### src/rtl/pulse_stretcher.sv
// Pulse stretcher: turns single-cycle events into PULSE_LEN-cycle high pulses
// separated by at least GAP_LEN low cycles. Events that arrive while busy either
// retrigger the active pulse or wait in a bounded pending counter. An event that
// finds the counter full is dropped and reported on overflow.
// Handshake note: there is no backpressure. Every cycle with sig_in high is one
// event, and it is always consumed in that cycle: it starts a pulse, extends one,
// is queued, or is reported on overflow in the following cycle.
module pulse_stretcher #(
  parameter int PULSE_LEN  = 16,
  parameter int GAP_LEN    = 2,
  parameter int PEND_DEPTH = 4,
  localparam int PCNT_W    = $clog2(PEND_DEPTH + 1)
) (
  input  logic              clk,
  input  logic              RSTn,
  input  logic              sig_in,
  input  logic              retrig_en,
  output logic              sig_out,
  output logic              busy,
  output logic [PCNT_W-1:0] pend_cnt,
  output logic              overflow
);

  // The down-counter holds (remaining cycles - 1) for both ACTIVE and GAP.
  localparam int MAX_LEN = (PULSE_LEN > GAP_LEN) ? PULSE_LEN : GAP_LEN;
  localparam int CNT_W   = (MAX_LEN > 1) ? $clog2(MAX_LEN) : 1;

  localparam logic [CNT_W-1:0]  PULSE_LOAD = CNT_W'(PULSE_LEN - 1);
  localparam logic [CNT_W-1:0]  GAP_LOAD   = CNT_W'(GAP_LEN - 1);
  localparam logic [PCNT_W-1:0] PEND_MAX   = PCNT_W'(PEND_DEPTH);

  typedef enum logic [1:0] {
    IDLE   = 2'd0,
    ACTIVE = 2'd1,
    GAP    = 2'd2
  } state_t;

  state_t           state;
  logic [CNT_W-1:0] cnt;

  logic q_req;    // this cycle's event has to go into the pending queue
  logic gap_end;  // last low cycle of GAP
  logic deq;      // GAP ends and another pulse starts straight away
  logic full;

  // Queue request / dequeue decode. An event on the GAP-exit cycle counts as
  // pending, so it starts the next pulse instead of being stranded in IDLE.
  always_comb begin
    q_req   = 1'b0;
    gap_end = 1'b0;
    deq     = 1'b0;
    full    = (pend_cnt == PEND_MAX);
    if (sig_in && ((state == ACTIVE && !retrig_en) || state == GAP)) begin
      q_req = 1'b1;
    end
    if (state == GAP && cnt == '0) begin
      gap_end = 1'b1;
    end
    if (gap_end && (pend_cnt != '0 || q_req)) begin
      deq = 1'b1;
    end
  end

  // Main FSM with its shared counter, pending queue and registered outputs.
  always_ff @(posedge clk or negedge RSTn) begin
    if (!RSTn) begin
      state    <= IDLE;
      cnt      <= '0;
      sig_out  <= 1'b0;
      busy     <= 1'b0;
      pend_cnt <= '0;
      overflow <= 1'b0;
    end else begin
      overflow <= 1'b0;
      // A queue and a dequeue in the same cycle cancel, even when full.
      if (q_req && !deq) begin
        if (full) begin
          overflow <= 1'b1;
        end else begin
          pend_cnt <= pend_cnt + PCNT_W'(1);
        end
      end else if (deq && !q_req) begin
        pend_cnt <= pend_cnt - PCNT_W'(1);
      end

      case (state)
        IDLE: begin
          if (sig_in) begin
            state   <= ACTIVE;
            cnt     <= PULSE_LOAD;
            sig_out <= 1'b1;
            busy    <= 1'b1;
          end
        end
        ACTIVE: begin
          if (sig_in && retrig_en) begin
            cnt <= PULSE_LOAD;
          end else if (cnt == '0) begin
            state   <= GAP;
            cnt     <= GAP_LOAD;
            sig_out <= 1'b0;
          end else begin
            cnt <= cnt - CNT_W'(1);
          end
        end
        GAP: begin
          if (gap_end) begin
            if (deq) begin
              state   <= ACTIVE;
              cnt     <= PULSE_LOAD;
              sig_out <= 1'b1;
            end else begin
              state <= IDLE;
              busy  <= 1'b0;
            end
          end else begin
            cnt <= cnt - CNT_W'(1);
          end
        end
        default: begin
          state   <= IDLE;
          cnt     <= '0;
          sig_out <= 1'b0;
          busy    <= 1'b0;
        end
      endcase
    end
  end

endmodule

### config.mk
export PLATFORM = sky130hd
export DESIGN_NAME = pulse_stretcher
export DESIGN_NICKNAME = d
export VERILOG_FILES = /design/src/rtl/pulse_stretcher.sv
export SDC_FILE = /design/constraint.sdc
export NUM_CORES = 1
export LEC_CHECK = 0
export ABC_AREA = 1
export BUFFER_PORTS_ARGS = -buffer_cell sky130_fd_sc_hd__buf_2
export CORE_MARGIN = 2
export CORE_UTILIZATION = 50
export CTS_BUF_LIST = sky130_fd_sc_hd__clkbuf_4 sky130_fd_sc_hd__clkbuf_8
export DETAILED_ROUTE_END_ITERATION = 7
export PLACE_DENSITY_LB_ADDON = 0.12
export SETUP_SLACK_MARGIN = 0.05
export SLEW_MARGIN = 5
export SYNTH_ARGS = -nofsm -noshare
export SYNTH_HDL_FRONTEND = slang
export SYNTH_SLANG_ARGS = --single-unit
### constraint.sdc
create_clock -name clk -period 2.7 [get_ports clk]
set_input_delay 0.135 -clock clk [delete_from_list [all_inputs] [get_ports clk]]
set_output_delay 0.135 -clock clk [all_outputs]
set_load 0.01 [all_outputs]
==> results by group, run 1 <==
Floorplan
  – Die height: between 40 and 50 um
  – Die area: between 0.0015 and 0.002 mm^2
  – Starting density of the core: 0.524
  – # IOs: 10
  – Core Box Area: between 0.001 and 0.0015 mm^2
  – Cell row count: 14
  – DIE WIDTH: approximately 43 um

Clocking
  – CTS tree: yes
  – Worst-path clk slew: ~90 ps
  – Clock Tree Root: clkbuf_4
  – Clock tree buffer depth: 2
  – H-tree depth: 1
  – Clk_lat worst skew: around 280 ps
  – CTS buffer count: 3
  – CTS sink cnt: 12
  – Setup Buffers After CTS: 0

STA
  – Fmax: about 0.49 GHz
  – Slew headroom: 0.765
  – Setup TNS: 0 ps
  – RSZ-0062 raised after global routing: false
  – Worst-Margin Slew: ~350 ps
  – Final hold viol count: 0
  – Final min period: slightly above 2000 ps
  – Final Setup Violations: 0
  – Clk_skew: between 10 and 15 ps
  – Tcrit/Tclk final: 0.760
  – Max-slew violation count: 0

Critical path
  – Worst stage delay on the critical path: between 300 and 400 ps
  – Critical Path AT: about 2200 ps
  – Reg-to-Reg End: pend_cnt[2]
  – Reg-to-reg startpoint: cnt[0]
  – Crit end category: flip-flop
  – Crit Path Class: flip-flop to flip-flop
  – Worst Path Required: around 2900 ps
  – CP max-delay cell: dfrtp_1
  – Crit-path cells: inv_1, ha_1, nand2_1, nor2_2, nand2_2, nand3_1, inv_1, fa_1, inv_1, nand4_1, nand2_1, nand2_1, nand2_1, nand2_1
  – Max Fanout on Critical Path: 4
  – Startpoint class of the critical path: flip-flop
  – R2r setup slk: 650 ps
  – Worst Reg-to-Reg Cells: 14
  – CP most frequent cell: nand2_1

Layout
  – Footprint of the multi-input gates: a little over 400 um^2
  – Layout cells sized above 1: 0.254
  – Commonest non-fill, non-tap cell in the layout: nand2_1
  – N_diodes: 0
  – Post-route insts no fill: between 100 and 150
  – Register area: 300 um^2
  – Fin nets: 125
  – P&R area growth vs syn: 14.3%
  – Fill count: around 140
  – Commonest non-fill, non-tap cells in the layout: nand2_1 (30), inv_1 (14), dfrtp_1 (12)

Run
  – Max Cap Viol: 0

GRT
  – Total grt overflow: 0
  – Initial antenna violation count: 0
  – Vias in the first global route: between 500 and 600
  – Largest net degree at the start of global routing: 13
  – First-pass GRT wire length: roughly 2400 um
  – Gr usage total: 0.172

Synth
  – Post-Synthesis Cells: 104
  – Syn nets: between 100 and 150
  – Synth warn: 0
  – Sequential area share after synthesis: 0.385
  – Syn Area/Cell: 7.50 um^2
  – Synthesis-stage register bit count: 12
  – Netlist cell types: 23
  – Mapped Area: a little under 800 um^2

Place
  – Placed insts: ~130
  – HPWL Detailed: 1110 um
  – # port buffers: 9
  – RD Place Congestion: ~0.86

Power
  – PwrDens: between 1000 and 1500 mW/mm^2
  – Worst-case vdd ir drop: about 0.66 mV
  – Pleak: about 0.00049 uW
  – Pwr Total: between 1000 and 1500 uW

Hold path
  – Hold crit path type: primary input to flip-flop
  – Hold endpoint: overflow
  – HP Start: sig_in
  – Hold path cells: 3

Routing
  – Total number of vias: ~670
  – # DRC: 0
  – Via-per-instance ratio: about 5.0
  – TritonRoute pass-1 iters: 4
  – Routed len/inst: 10.5 um
  – Iteration-0 DRC count of the detailed router: 15
  – Routed Antenna Nets: 0
  – WL final: between 1000 and 1500 um

Outcome
  – Status: finished clean
[stage by stage]
stage | setup WS (ps) | util | hold slack, ps | cell area, um^2
after global routing | 455 | 0.598 | 229 | 891
after detailed placement | 644 | 0.567 | 35.8 | 845
final | 647 | 0.598 | 201 | 891
after floorplan | 813 | - | -161 | 779
after CTS | 643 | 0.598 | 199 | 891
after global placement | 713 | 0.567 | 29.0 | 845
[metal layers]
| layer | vias up | share of wire | track usage |
|---|---|---|---|
| met5 | - | 0 | 0 |
| met4 | 0 | 0.016 | 0.0727 |
| met3 | 2 | 0.043 | 0.0375 |
| met2 | 12 | 0.44 | 0.245 |
| met1 | 293 | 0.50 | 0.253 |
| li1 | 361 | - | - |
[final cells by class]
class / instances / share of cell area
clock buffer: 4 / 0.0407
inverter: 17 / 0.0716
multi-input combinational: 75 / 0.466
sequential: 12 / 0.337
tap: 16 / 0.0225
timing repair buffer: 10 / 0.0618
[sequential cells by signal, summed over array words and instances, names as in the netlist]
register  cells
cnt           4
state         2
busy          1
pend_cnt      3
sig_out       1
overflow      1
[worst max-delay path by stage]
stage	from	to	slack [ps]
3_3_place_gp	cnt[0]	pend_cnt[2]	710
2_1_floorplan	cnt[0]	pend_cnt[2]	810
5_1_grt	cnt[0]	pend_cnt[2]	460
4_1_cts	cnt[0]	pend_cnt[2]	640
6_report	cnt[0]	pend_cnt[2]	650
3_5_place_dp	cnt[0]	pend_cnt[2]	640
[critical path, delay by kind of cell, from the launching register on]
kind	cells	cell delay, ps
fa+ha+maj	2	590
buf+inv	3	210
flops	1	380
simple gates	9	780
[report_power, final]
group	leakage (uW)	internal, uW	switching (uW)
sequential	0.000145	269	75.7
combinational	0.000321	228	362
clock	0.0000210	82.1	65.3
total	0.000487	579	503
[cells in the mapped netlist, drive strengths merged]
master  number  area share
nand2       38        0.22
nand4        3       0.024
o21ai        6       0.039
o31ai        1      0.0096
ha           1       0.016
nand3       10       0.083
dfrtp       12        0.39
nor2         7       0.047
or2          1       0.011
a21boi       1      0.0096
a21oi        2       0.013
inv         17       0.082
xnor2        1       0.011
xor2         2       0.022
nor3         1      0.0064
fa           1       0.026
[timing repair]
action / 4_1_cts / 5_1_grt
hold buffers: 1 / 0
resized for setup: 0 / 0
hold endpoints to repair: 12 / 0
[cell families after synthesis]
family / Yosys count / share of synthesized area
AND/OR/NAND/NOR: 60 / 0.387
buffers and inverters: 17 / 0.0819
flip-flops: 12 / 0.385
AO/OA/AOI/OAI: 10 / 0.0706
XOR/XNOR: 3 / 0.0337
adder cells (fa/ha/maj): 2 / 0.0417
(Power assumes the default switching activity.)
==> run 2, diff against run 1 <==
- clock period: 2.7 -> 1.8 ns (I/O delays scaled with it)
==> results by group, run 2 (synthesis gave the netlist of run 1 again) <==
Power
  – NetSw: 820 uW (+63%)
  – Share of total power in the clock network: 0.125 (-0.011)
  – Seq pwr share: 0.300 (-0.018)
  – Pleak: 0.000513 uW (+5.4%)
  – PwrDens: 1830 mW/mm^2 (+51%)
  – Sw Share: 0.466 (+0.00117)
  – Int Pwr: 940 uW (+62%)
  – Combinational power share: 0.575 (+0.029)
  – Worst-case vdd ir drop: 1.01 mV (+52%)

Routing
  – Routed Antenna Nets: 0 (unchanged)
  – Met3 WL post-DR: 49 um (-18%)
  – # DRC: 0 (unchanged)
  – WL final: 1540 um (+9.8%)
  – DR top layer: met4
  – Routed len/inst: 11.1 um (+5.9%)
  – Iteration-0 DRC count of the detailed router: 12 (-3)
  – DR WL met2: 702 um (+14%)
  – Metal-1 WL: 775 um (+9.9%)
  – Total number of vias: 691 (+3.4%)
  – Via-per-instance ratio: 4.97 (-0.28%)
  – TritonRoute pass-1 iters: 4 (unchanged)

Floorplan
  – Core Box Area: 0.00149 mm^2 (unchanged)
  – Die height: 43.5 um (unchanged)
  – Die area: 0.00189 mm^2 (unchanged)
  – # IOs: 10 (unchanged)
  – Cell row count: 14 (unchanged)
  – DIE WIDTH: 43.5 um (unchanged)
  – Starting density of the core: 0.524 (unchanged)

Layout
  – Max reg flops: 4 (unchanged)
  – Register area: 300 um^2 (unchanged)
  – Commonest non-fill, non-tap cells in the layout: nand2_1 (29), dfrtp_1 (12), inv_1 (10)
  – P&R area growth vs syn: 23.3%
  – Commonest non-fill, non-tap cell in the layout: nand2_1
  – Finished Core Util: 0.645 (+0.0471)
  – Footprint of the multi-input gates: 448 um^2 (+7.8%)
  – Layout cells sized above 1: 0.350 (+0.0954)
  – Most flops, register: cnt
  – Post-route cell area: 961 um^2 (+7.9%)
  – N_diodes: 0 (unchanged)
  – Largest regs: cnt (4), pend_cnt (3), state (2)
  – Fin nets: 130 (+4.0%)
  – Post-route insts no fill: 139 (+3.7%)
  – Fill count: 140 (-2.1%)

Place
  – HPWL Detailed: 1220 um (+10%)
  – Placed insts: 134 (+3.9%)
  – Cell Area, Placed: 892 um^2 (+5.6%)
  – # port buffers: 9 (unchanged)
  – RD Place Congestion: 0.843 (-2.0%)
  – DP Worst Slack: -46.2 ps (-690 ps)

Clocking
  – CTS sink cnt: 12 (unchanged)
  – Clk_lat worst skew: 270 ps (about the same)
  – Setup Buffers After CTS: 0 (unchanged)
  – CTS tree: yes
  – Clock Tree Root: clkbuf_4
  – Clock tree buffer depth: 2 (unchanged)
  – CTS buffer count: 3 (unchanged)
  – H-tree depth: 1 (unchanged)
  – Worst-path clk slew: 80 ps (about the same)

GRT
  – Vias in the first global route: 644 (+11%)
  – Total grt overflow: 0 (unchanged)
  – Initial antenna violation count: 0 (unchanged)
  – Gr usage total: 0.190 (+0.0177)
  – First-pass GRT wire length: 2710 um (+13%)
  – Largest net degree at the start of global routing: 13 (unchanged)

Hold path
  – Hold crit path type: primary input to asynchronous set/reset pin

STA
  – Fmax: 0.576 GHz (+18%)
  – Tcrit/Tclk final: 0.965 (+0.205)
  – Clk_skew: 3.73 ps (-8.78 ps)
  – Max-slew violation count: 0 (unchanged)
  – RSZ-0062 raised after global routing: true
  – Slew headroom: 0.761 (-0.00325)
  – Final WS setup: 63.3 ps (-584 ps)
  – Final hold viol count: 0 (unchanged)
  – Final Setup Violations: 0 (unchanged)
  – Worst-Margin Slew: 354 ps (+4.83 ps)
  – Final min period: 1740 ps (-316 ps)
  – WHS: 215 ps (+14.7 ps)

Critical path
  – Critical Path AT: 1910 ps (-330 ps)
  – Crit end category: flip-flop
  – Startpoint class of the critical path: flip-flop
  – Crit Path Class: flip-flop to flip-flop
  – Worst Path Required: 1980 ps (-900 ps)
  – Max Fanout on Critical Path: 2 (-2)

Run
  – Max Cap Viol: 0 (unchanged)

Outcome
  – Status: finished clean
==> run 2: path summary, 6_finish.rpt <==
| path | endpoint | cells after the start | from | slack (ps) |
|---|---|---|---|---|
| min | busy | 2 | RSTn | 220 |
| max | pend_cnt[2] | 14 | cnt[1] | 60 |
| max in group asynchronous | sig_out | 2 | RSTn | 1370 |
| min reg2reg | busy | 2 | busy | 480 |
| max reg2reg | pend_cnt[2] | 14 | cnt[1] | 60 |
| min in group clk | state[0] | 5 | retrig_en | 230 |
==> run 2: layer usage <==
layer,vias up,track usage
li1,366,-
met3,2,0.0375
met1,313,0.273
met5,-,0
met4,0,0.0545
met2,10,0.293
==> run 2: power groups by stage <==
| stage | logic [uW] | registers (uW) | clock network [uW] |
|---|---|---|---|
| 6_report | 1010 | 529 | 219 |
| 5_1_grt | 1170 | 551 | 237 |
| 4_1_cts | 1010 | 529 | 226 |
| 3_5_place_dp | 963 | 528 | 0 |
| 3_3_place_gp | 940 | 523 | 0 |
| 2_1_floorplan | 697 | 537 | 0 |
==> run 2: final cells by class <==
class	count	area share
multi-input combinational	75	0.466
inverter	17	0.0664
clock buffer	4	0.0378
tap	16	0.0208
sequential	12	0.312
timing repair buffer	15	0.0964
==> run 2: metrics by stage <==
stage | power [uW] | setup TNS [ps]
after floorplan | 1230 | -2.11
after global placement | 1460 | -14.0
after detailed placement | 1490 | -67.8
after CTS | 1770 | 0
after global routing | 1950 | -106
final | 1760 | 0
==> run 2: what timing repair did <==
| item | 4_1_cts | 5_1_grt |
|---|---|---|
| hold buffers | 1 | 0 |
| hold endpoints to repair | 12 | 0 |
| pin swaps | 7 | 4 |
| gates cloned | 0 | 0 |
| gates resized for setup | 5 | 1 |
| setup endpoints to repair | 2 | 2 |
==> run 2: critical path: stages, from the launching register on <==
cell and delay (ps):
dfrtp_1 390, inv_2 90, ha_4 140, nand2_4 50, nor2_4 110, nand2_2 70
nand3_2 70, inv_2 40, fa_2 340, inv_2 50, nand4_1 60, nand2_1 80
nand2_1 50, nand2_1 50, nand2_1 40
